## config.mk

```make
export PLATFORM = sky130hd
export DESIGN_NAME = branch_target_buffer
export DESIGN_NICKNAME = d
export VERILOG_FILES = /design/src/rtl/branch_target_buffer.sv
export SDC_FILE = /design/constraint.sdc
export NUM_CORES = 1
export LEC_CHECK = 0
export BUFFER_PORTS_ARGS = -buffer_cell sky130_fd_sc_hd__buf_2
export CORE_ASPECT_RATIO = 1.4
export CORE_MARGIN = 1.5
export CORE_UTILIZATION = 45
export DETAILED_ROUTE_END_ITERATION = 7
export SLEW_MARGIN = 20
export SYNTH_ARGS = -nofsm -noshare
export SYNTH_HDL_FRONTEND = slang
export SYNTH_SLANG_ARGS = --single-unit
```

## constraint.sdc

```tcl
create_clock -name clock -period 9.14 [get_ports clock]
set_clock_uncertainty 0.2 [all_clocks]
set_input_delay 0.914 -clock clock [delete_from_list [all_inputs] [get_ports clock]]
set_output_delay 0.914 -clock clock [all_outputs]
set_load 0.02 [all_outputs]
```

## src/rtl/branch_target_buffer.sv

```systemverilog
// Direct-mapped branch target buffer with 2-bit saturating direction counters.
// One-cycle registered lookup; updates from Execute are always accepted.
module branch_target_buffer #(
   parameter int unsigned ENTRIES = 16
) (
   input  logic        clock,
   input  logic        reset,
   input  logic [31:0] lookupAddress,
   input  logic        lookupValid,
   input  logic        lookupHold,
   input  logic        updateValid,
   input  logic [31:0] updateAddress,
   input  logic [31:0] updateTarget,
   input  logic        updateTaken,
   output logic [31:0] branchPredictData,
   output logic        branchPredictValid
);

   localparam int unsigned IdxW = $clog2(ENTRIES);
   localparam int unsigned TagW = 30 - IdxW;

   typedef logic [IdxW-1:0] idx_t;
   typedef logic [TagW-1:0] tag_t;

   logic [ENTRIES-1:0] valid_q;
   logic [1:0]         cnt_q    [ENTRIES];
   tag_t               tag_q    [ENTRIES];
   logic [31:0]        target_q [ENTRIES];

   idx_t        l_idx, u_idx;
   tag_t        l_tag, u_tag;
   logic        l_hit, u_hit;
   logic        cnt_we, tgt_we, alloc;
   logic [1:0]  cnt_d;
   logic        pred_valid_d, pred_valid_q;
   logic [31:0] pred_data_d, pred_data_q;

   // Byte-offset bits never participate in index or tag.
   logic unused_offset;
   assign unused_offset = ^{lookupAddress[1:0], updateAddress[1:0]};

   assign l_idx = lookupAddress[IdxW+1:2];
   assign l_tag = lookupAddress[31:IdxW+2];
   assign u_idx = updateAddress[IdxW+1:2];
   assign u_tag = updateAddress[31:IdxW+2];

   assign l_hit = valid_q[l_idx] && (tag_q[l_idx] == l_tag);
   assign u_hit = valid_q[u_idx] && (tag_q[u_idx] == u_tag);

   always_comb begin
      pred_valid_d = lookupValid && l_hit && cnt_q[l_idx][1];
      pred_data_d  = pred_valid_d ? target_q[l_idx] : 32'h0;
   end

   always_comb begin
      cnt_d  = cnt_q[u_idx];
      cnt_we = 1'b0;
      tgt_we = 1'b0;
      alloc  = 1'b0;
      if (updateValid) begin
         if (u_hit) begin
            cnt_we = 1'b1;
            if (updateTaken) begin
               tgt_we = 1'b1;
               cnt_d  = (cnt_q[u_idx] == 2'b11) ? 2'b11 : cnt_q[u_idx] + 2'b01;
            end else begin
               cnt_d  = (cnt_q[u_idx] == 2'b00) ? 2'b00 : cnt_q[u_idx] - 2'b01;
            end
         end else if (updateTaken) begin
            alloc  = 1'b1;
            cnt_we = 1'b1;
            tgt_we = 1'b1;
            cnt_d  = 2'b10;
         end
      end
   end

   // Table state is written at the edge, so a same-cycle lookup reads the old entry.
   always_ff @(posedge clock) begin
      if (reset) begin
         valid_q <= '0;
         for (int unsigned i = 0; i < ENTRIES; i++) begin
            cnt_q[i] <= 2'b01;
         end
      end else begin
         if (alloc) begin
            valid_q[u_idx] <= 1'b1;
         end
         if (cnt_we) begin
            cnt_q[u_idx] <= cnt_d;
         end
      end
   end

   always_ff @(posedge clock) begin
      if (!reset) begin
         if (alloc) begin
            tag_q[u_idx] <= u_tag;
         end
         if (tgt_we) begin
            target_q[u_idx] <= updateTarget;
         end
      end
   end

   always_ff @(posedge clock) begin
      if (reset) begin
         pred_valid_q <= 1'b0;
         pred_data_q  <= 32'h0;
      end else if (!lookupHold) begin
         pred_valid_q <= pred_valid_d;
         pred_data_q  <= pred_data_d;
      end
   end

   assign branchPredictValid = pred_valid_q;
   assign branchPredictData  = pred_data_q;

endmodule
```

Word level (Yosys, flattened, before mapping)
Memories as Yosys holds them, arrays and structs flattened. Index checks and enable logic that the tools add are counted.

Add/sub/neg operators: 2. $mul: 0. Div/mod/pow operators: 0. Magnitude comparators: 3. Equal/unequal tests: 3. Shift operators: 0. Muxes and demuxes: 33. Bitwise logic cells: 1. Reduce and logical (&&, ||, !) cells: 7.

Operators with widths (count): $eq A26 B26 Y1 (2); $mux W32 (1); $mux W1 (21); $or A16 B16 Y16 (1); $mux W2 (7); $lt A4 B5 Y1 const B (2); $bmux W1 S4 (2); $logic_and A1 B1 Y1 (5); $demux W1 S4 (1); $ge A4 B1 Y1 const B (1); $mux W4 (1); $add A2 B1 Y2 const B (1); $eq A2 B2 Y1 const B (1); $logic_not A2 Y1 (1); $reduce_or A2 Y1 (1); $sub A2 B1 Y2 const B (1).

Flip-flop bits (word level): 49. Latch bits: 0. Bits in writable memories: 960. Bits in read-only memories: 0. Input port bits: 102. Output and inout bits: 33. Word-level logic and storage cells: 55. Memories: 3.

Memory list: target_q (depth 16, bits a word 32, read ports 1, clocked after Yosys merged registers in 0, wr ports 1, RTL line 28) `logic [31:0] target_q [ENTRIES];`; tag_q (depth 16, bits a word 26, read ports 2, clocked after Yosys merged registers in 0, wr ports 1, RTL line 27) `tag_t tag_q [ENTRIES];`; cnt_q (depth 16, bits a word 2, read ports 2, clocked after Yosys merged registers in 0, wr ports 16, RTL line 26) `logic [1:0] cnt_q [ENTRIES];`.

Longest topological paths before layout
Depth in word-level cells: 10. Gate-level depth with buffers: 17.

Worst setup path before layout
No wires, ideal clock.

Path type: input port to flip-flop. From: in updateAddress[2]. To: mem tag_q[5][0] (netlist name), enable pin. Library setup time: 442 ps. Arrival: 4917 ps. Data required time: 8498 ps. Path slack: 3582 ps. Stages on the path: 13. Path buffers: 7. Cell sequence: buf_6 buf_6 buf_6 buf_6 buf_4 buf_6 mux4_2 a31oi_1 nor4_1 a2bb2oi_1 nor4b_4 buf_6 nor3_1.

Cells in the longest elaborated chain, start to end: 8. Elaborated cells on any way between the ends: 10.

RTL lines: from (decl) (RTL line 12) `input logic [31:0] updateAddress,`; $mem_v2 Z16 W26 or $bmux W1 S4 (tied branches); $eq A26 B26 Y1 or $mux W1 (tied branches) (RTL line 48) `assign u_hit = valid_q[u_idx] && (tag_q[u_idx] == u_tag);`; $logic_and A1 B1 Y1 (RTL line 48); $mux W1 (RTL line 61) `if (u_hit) begin`; $mux W1 (RTL line 60) `if (updateValid) begin`; $mux W1 (RTL line 97) `if (alloc) begin`; $mux W1 (RTL line 96) `if (!reset) begin`; $mux W1 (implied by the code) (RTL line 98) `tag_q[u_idx] <= u_tag;`; to (decl) (RTL line 27).

Parallel ways exist; a longest one is shown, timed or not. The select of a mux whose other input is x is not followed.

Worst setup path in the final report
From: in updateAddress[2]. To: mem tag_q[0][4] (netlist name), enable pin.

Same word-level chain as after synthesis.

==> metrics.csv <==
metric,value,unit
CP Max Fanout,60,
leakage,0.0156,uW
IO Port Bufs,130,
global-route wire length before repair,168000,um
Place WS,2.81,ns
Root Buffer,clkbuf_16,
sequential share of the synthesized area,69.0,%
Seq cells post-synth,1009,
part of the power in registers,51.8,%
1st-iter DRT viols,2283,
drt pass-1 iters,5,
worst vdd ir,0.000167,V
fin area,48800,um^2
setup bufs post-CTS,0,
post-synthesis mux area share,21.9,%
syn nets,2281,
endpoints failing hold,0,
clock tree buffer depth,3,
max-slew violation count,0,
P_int,7700,uW
largest family of logic cells by synthesized area,multiplexers,
Mapped Area,43200,um^2
Max Cap Viol,0,
Peak Freq,176,MHz
period utilization,62.1,%
predominant post-synthesis flop cell,edfxtp_1,
unrepaired setup endpoints after global routing,no,
Slew Limit Headroom,30.0,%
Core Area,95200,um^2
initial antenna violation count,12,
total I/O pin count,135,
Multi-input gate area,12900,um^2
CTS Hold Bufs,0,
CP cell instances,clkbuf_8 -> buf_4 -> and2_1 -> buf_4 -> a22oi_1 -> a21o_1 -> a211oi_1 -> a41oi_1 -> a221oi_1 -> nor4b_4 -> or2_2 -> nor2_4 -> buf_4,
clock tree sinks,1009,
Design Power,9850,uW
pwr dens,202,nW/um^2
starting density of the core,45.4,%
vias in the first global route,23891,
WHS,0.255,ns
post-CTS sizing,0,
Worst Path Buf+Inv,4,
fraction of layout cells with a size suffix above 1,32.3,%
CP startpoint kind,input pin,
Crit Path Class,in2reg,
area delta synth->final,12.8,%
Crit-path slowest cell,nor4b_4,
# fillers,7617,
Detailed Place HPWL,65200,um
DP Area,45500,um^2
"Top cell by count, worst path",buf_4,
met2 usage,41.9,%
DR DRC count,0,
Skew-Pair Late Insertion Delay,0.70,ns
GRT Resource Usage Total,24.0,%
die height,370,um
CP Capture Type,flop,
Logic pwr share,6.6,%
Post-Route WL,117000,um
worst min-delay path class,reg2reg,
Worst-path clk slew,0.07,ns
Setup WS post-layout,3.46,ns
switching power total,2150,uW
grt met3 use,3.53,%
Vias/cell,6.25,
Mapped Cells,2179,
Slowest Stage Delay on Critical Path,0.76,ns
Synth Area in Simple Gates,3.27,%
Async SR Flop Fraction,0,%
htree depth,3,
routed vias,22690,
Synth cell types,61,
switching share of power,21.8,%
YS warnings,0,
grt ovf,0,
Synth Area per Inst,19.8,um^2
CP arrival,5.88,ns
largest net degree at the start of global routing,97,
Final nets,2421,
Compound-Gate Fraction of Synth Area,2.97,%
die span in x,265,um
XOR/XNOR share of the synthesized area,1.05,%
Die ar.,97900,um^2
Period minus WS final,5.68,ns
setup_tns,0,ns
Worst Tran Pin Value,1.05,ns
"EDFF count, synth",960,
Placement Rows,134,
outcome,completed,
met1 GRT Util,30.5,%
GRT busiest layer,met2,
post-route ant nets,0,
TritonCTS clock tree,built,
Final setup viols,0,
sequential standard cell area,29800,um^2
TritonCTS Buffers,96,
routability cong.,0.849,
clock power share,41.6,%
Post-Synth Adder-Cell Area,0,%
WL per Instance,32.1,um
"delay-heaviest family, CP",simple AND/OR/NAND/NOR gates,
WP data required,9.34,ns
==> layout make-up <==
| cell class | instances | share of cell area, % |
|---|---|---|
| flip-flops and latches | 1009 | 61.1 |
| multi-input cells | 993 | 26.4 |
| clock buffers | 127 | 5.43 |
| well taps | 1224 | 3.14 |
| repair buffers | 194 | 2.45 |
| clock inverters | 52 | 1.24 |
| inverters | 25 | 0.192 |
| diodes | 4 | 0.0205 |
==> flip-flops by register name (all words and copies together), names as in the netlist <==
name                count
target_q              512
branchPredictValid      1
cnt_q                  32
branchPredictData      32
tag_q                 416
valid_q                16
==> cell usage after synthesis (all sizes together), types with 2 or more instances <==
cell type,instances,share of area (%)
a2111oi,2,0.055
a211oi,8,0.14
a21o,5,0.087
a21oi,12,0.15
a221oi,3,0.075
a22oi,32,0.56
a2bb2oi,2,0.041
a31oi,6,0.087
a32oi,2,0.041
a41o,16,0.37
a41oi,3,0.061
and2,3,0.043
and3,4,0.058
and4b,4,0.093
buf,77,0.97
clkbuf,75,0.65
dfxtp,49,2.3
edfxtp,960,67
inv,25,0.22
mux2,20,0.52
mux2i,106,2.5
mux4,363,19
nand2,77,0.67
nand2b,39,0.56
nand3,12,0.14
nand4,24,0.35
nor2,51,0.44
nor2b,13,0.19
nor3,13,0.15
nor4,3,0.043
nor4b,13,0.33
o2111ai,3,0.061
o211ai,5,0.098
o21ai,46,0.53
o22ai,27,0.39
o311ai,2,0.041
o32ai,2,0.041
or2,8,0.12
or3,2,0.029
xnor2,32,0.65
xor2,20,0.41
==> final timing paths <==
path                              from                    to  slack (ns)  cells after the start
setup / recovery      updateAddress[2]           tag_q[0][4]        3.46                     13
hold / removal    branchPredictData[7]  branchPredictData[7]        0.26                      2
setup reg to reg         tag_q[15][15]           tag_q[0][4]        4.39                     10
hold reg to reg   branchPredictData[7]  branchPredictData[7]        0.26                      2
==> logic make-up after synthesis <==
| logic type | count (synthesis) |
|---|---|
| simple gates | 269 |
| xor+xnor | 52 |
| buf+inv | 177 |
| compound gates | 183 |
| mux | 489 |
| flops | 1009 |
==> layout by cell type, fill, tap and decap left out, drive strengths merged, types with 3 or more instances in the layout <==
master      n
nand4      24
a41o       16
a211oi      8
and4b       4
a31oi       6
xnor2      32
a21o        5
clkinvlp    3
inv        27
a221oi      3
edfxtp    960
and3        4
clkinv     37
or2         8
dfxtp      49
o22ai      27
a21oi      12
o211ai      5
mux2i     106
a22oi      32
nor3       13
nand2b     39
a41oi       3
nor2       51
diode       4
clkbuf    128
nand3      12
nor4        3
xor2       20
buf       193
bufinv     10
o2111ai     3
mux4      363
nand2      77
mux2       20
and2        3
nor4b      13
o21ai      46
nor2b      13
==> power groups by stage <==
stage               Combinational, uW  Clock [uW]  Sequential (uW)
finish                            649        4090             5110
global route                      689        4310             5110
CTS                               656        4160             5100
detailed placement                653           0             5200
global placement                  643           0             5200
floorplan                         409           0             5200
==> through the flow <==
stage / utilization, % / std cells
6_report: 51.2 / 3628
5_1_grt: 51.2 / 3625
4_1_cts: 51.2 / 3623
3_5_place_dp: 47.8 / 3444
3_3_place_gp: 47.8 / 3444
2_1_floorplan: - / 2179
==> tightest hold or removal path, stage by stage (launching register included) <==
cell and delay [ns]:
dfxtp_1 0.33, nand2_1 0.04, o21ai_0 0.05
==> routing by layer <==
layer / up-vias / routed length [um]
li1: 9438 / -
met1: 12157 / 44800
met2: 895 / 60600
met3: 190 / 7560
met4: 10 / 3570
met5: - / 57
Note: power is estimated with default switching activity, not from simulation.
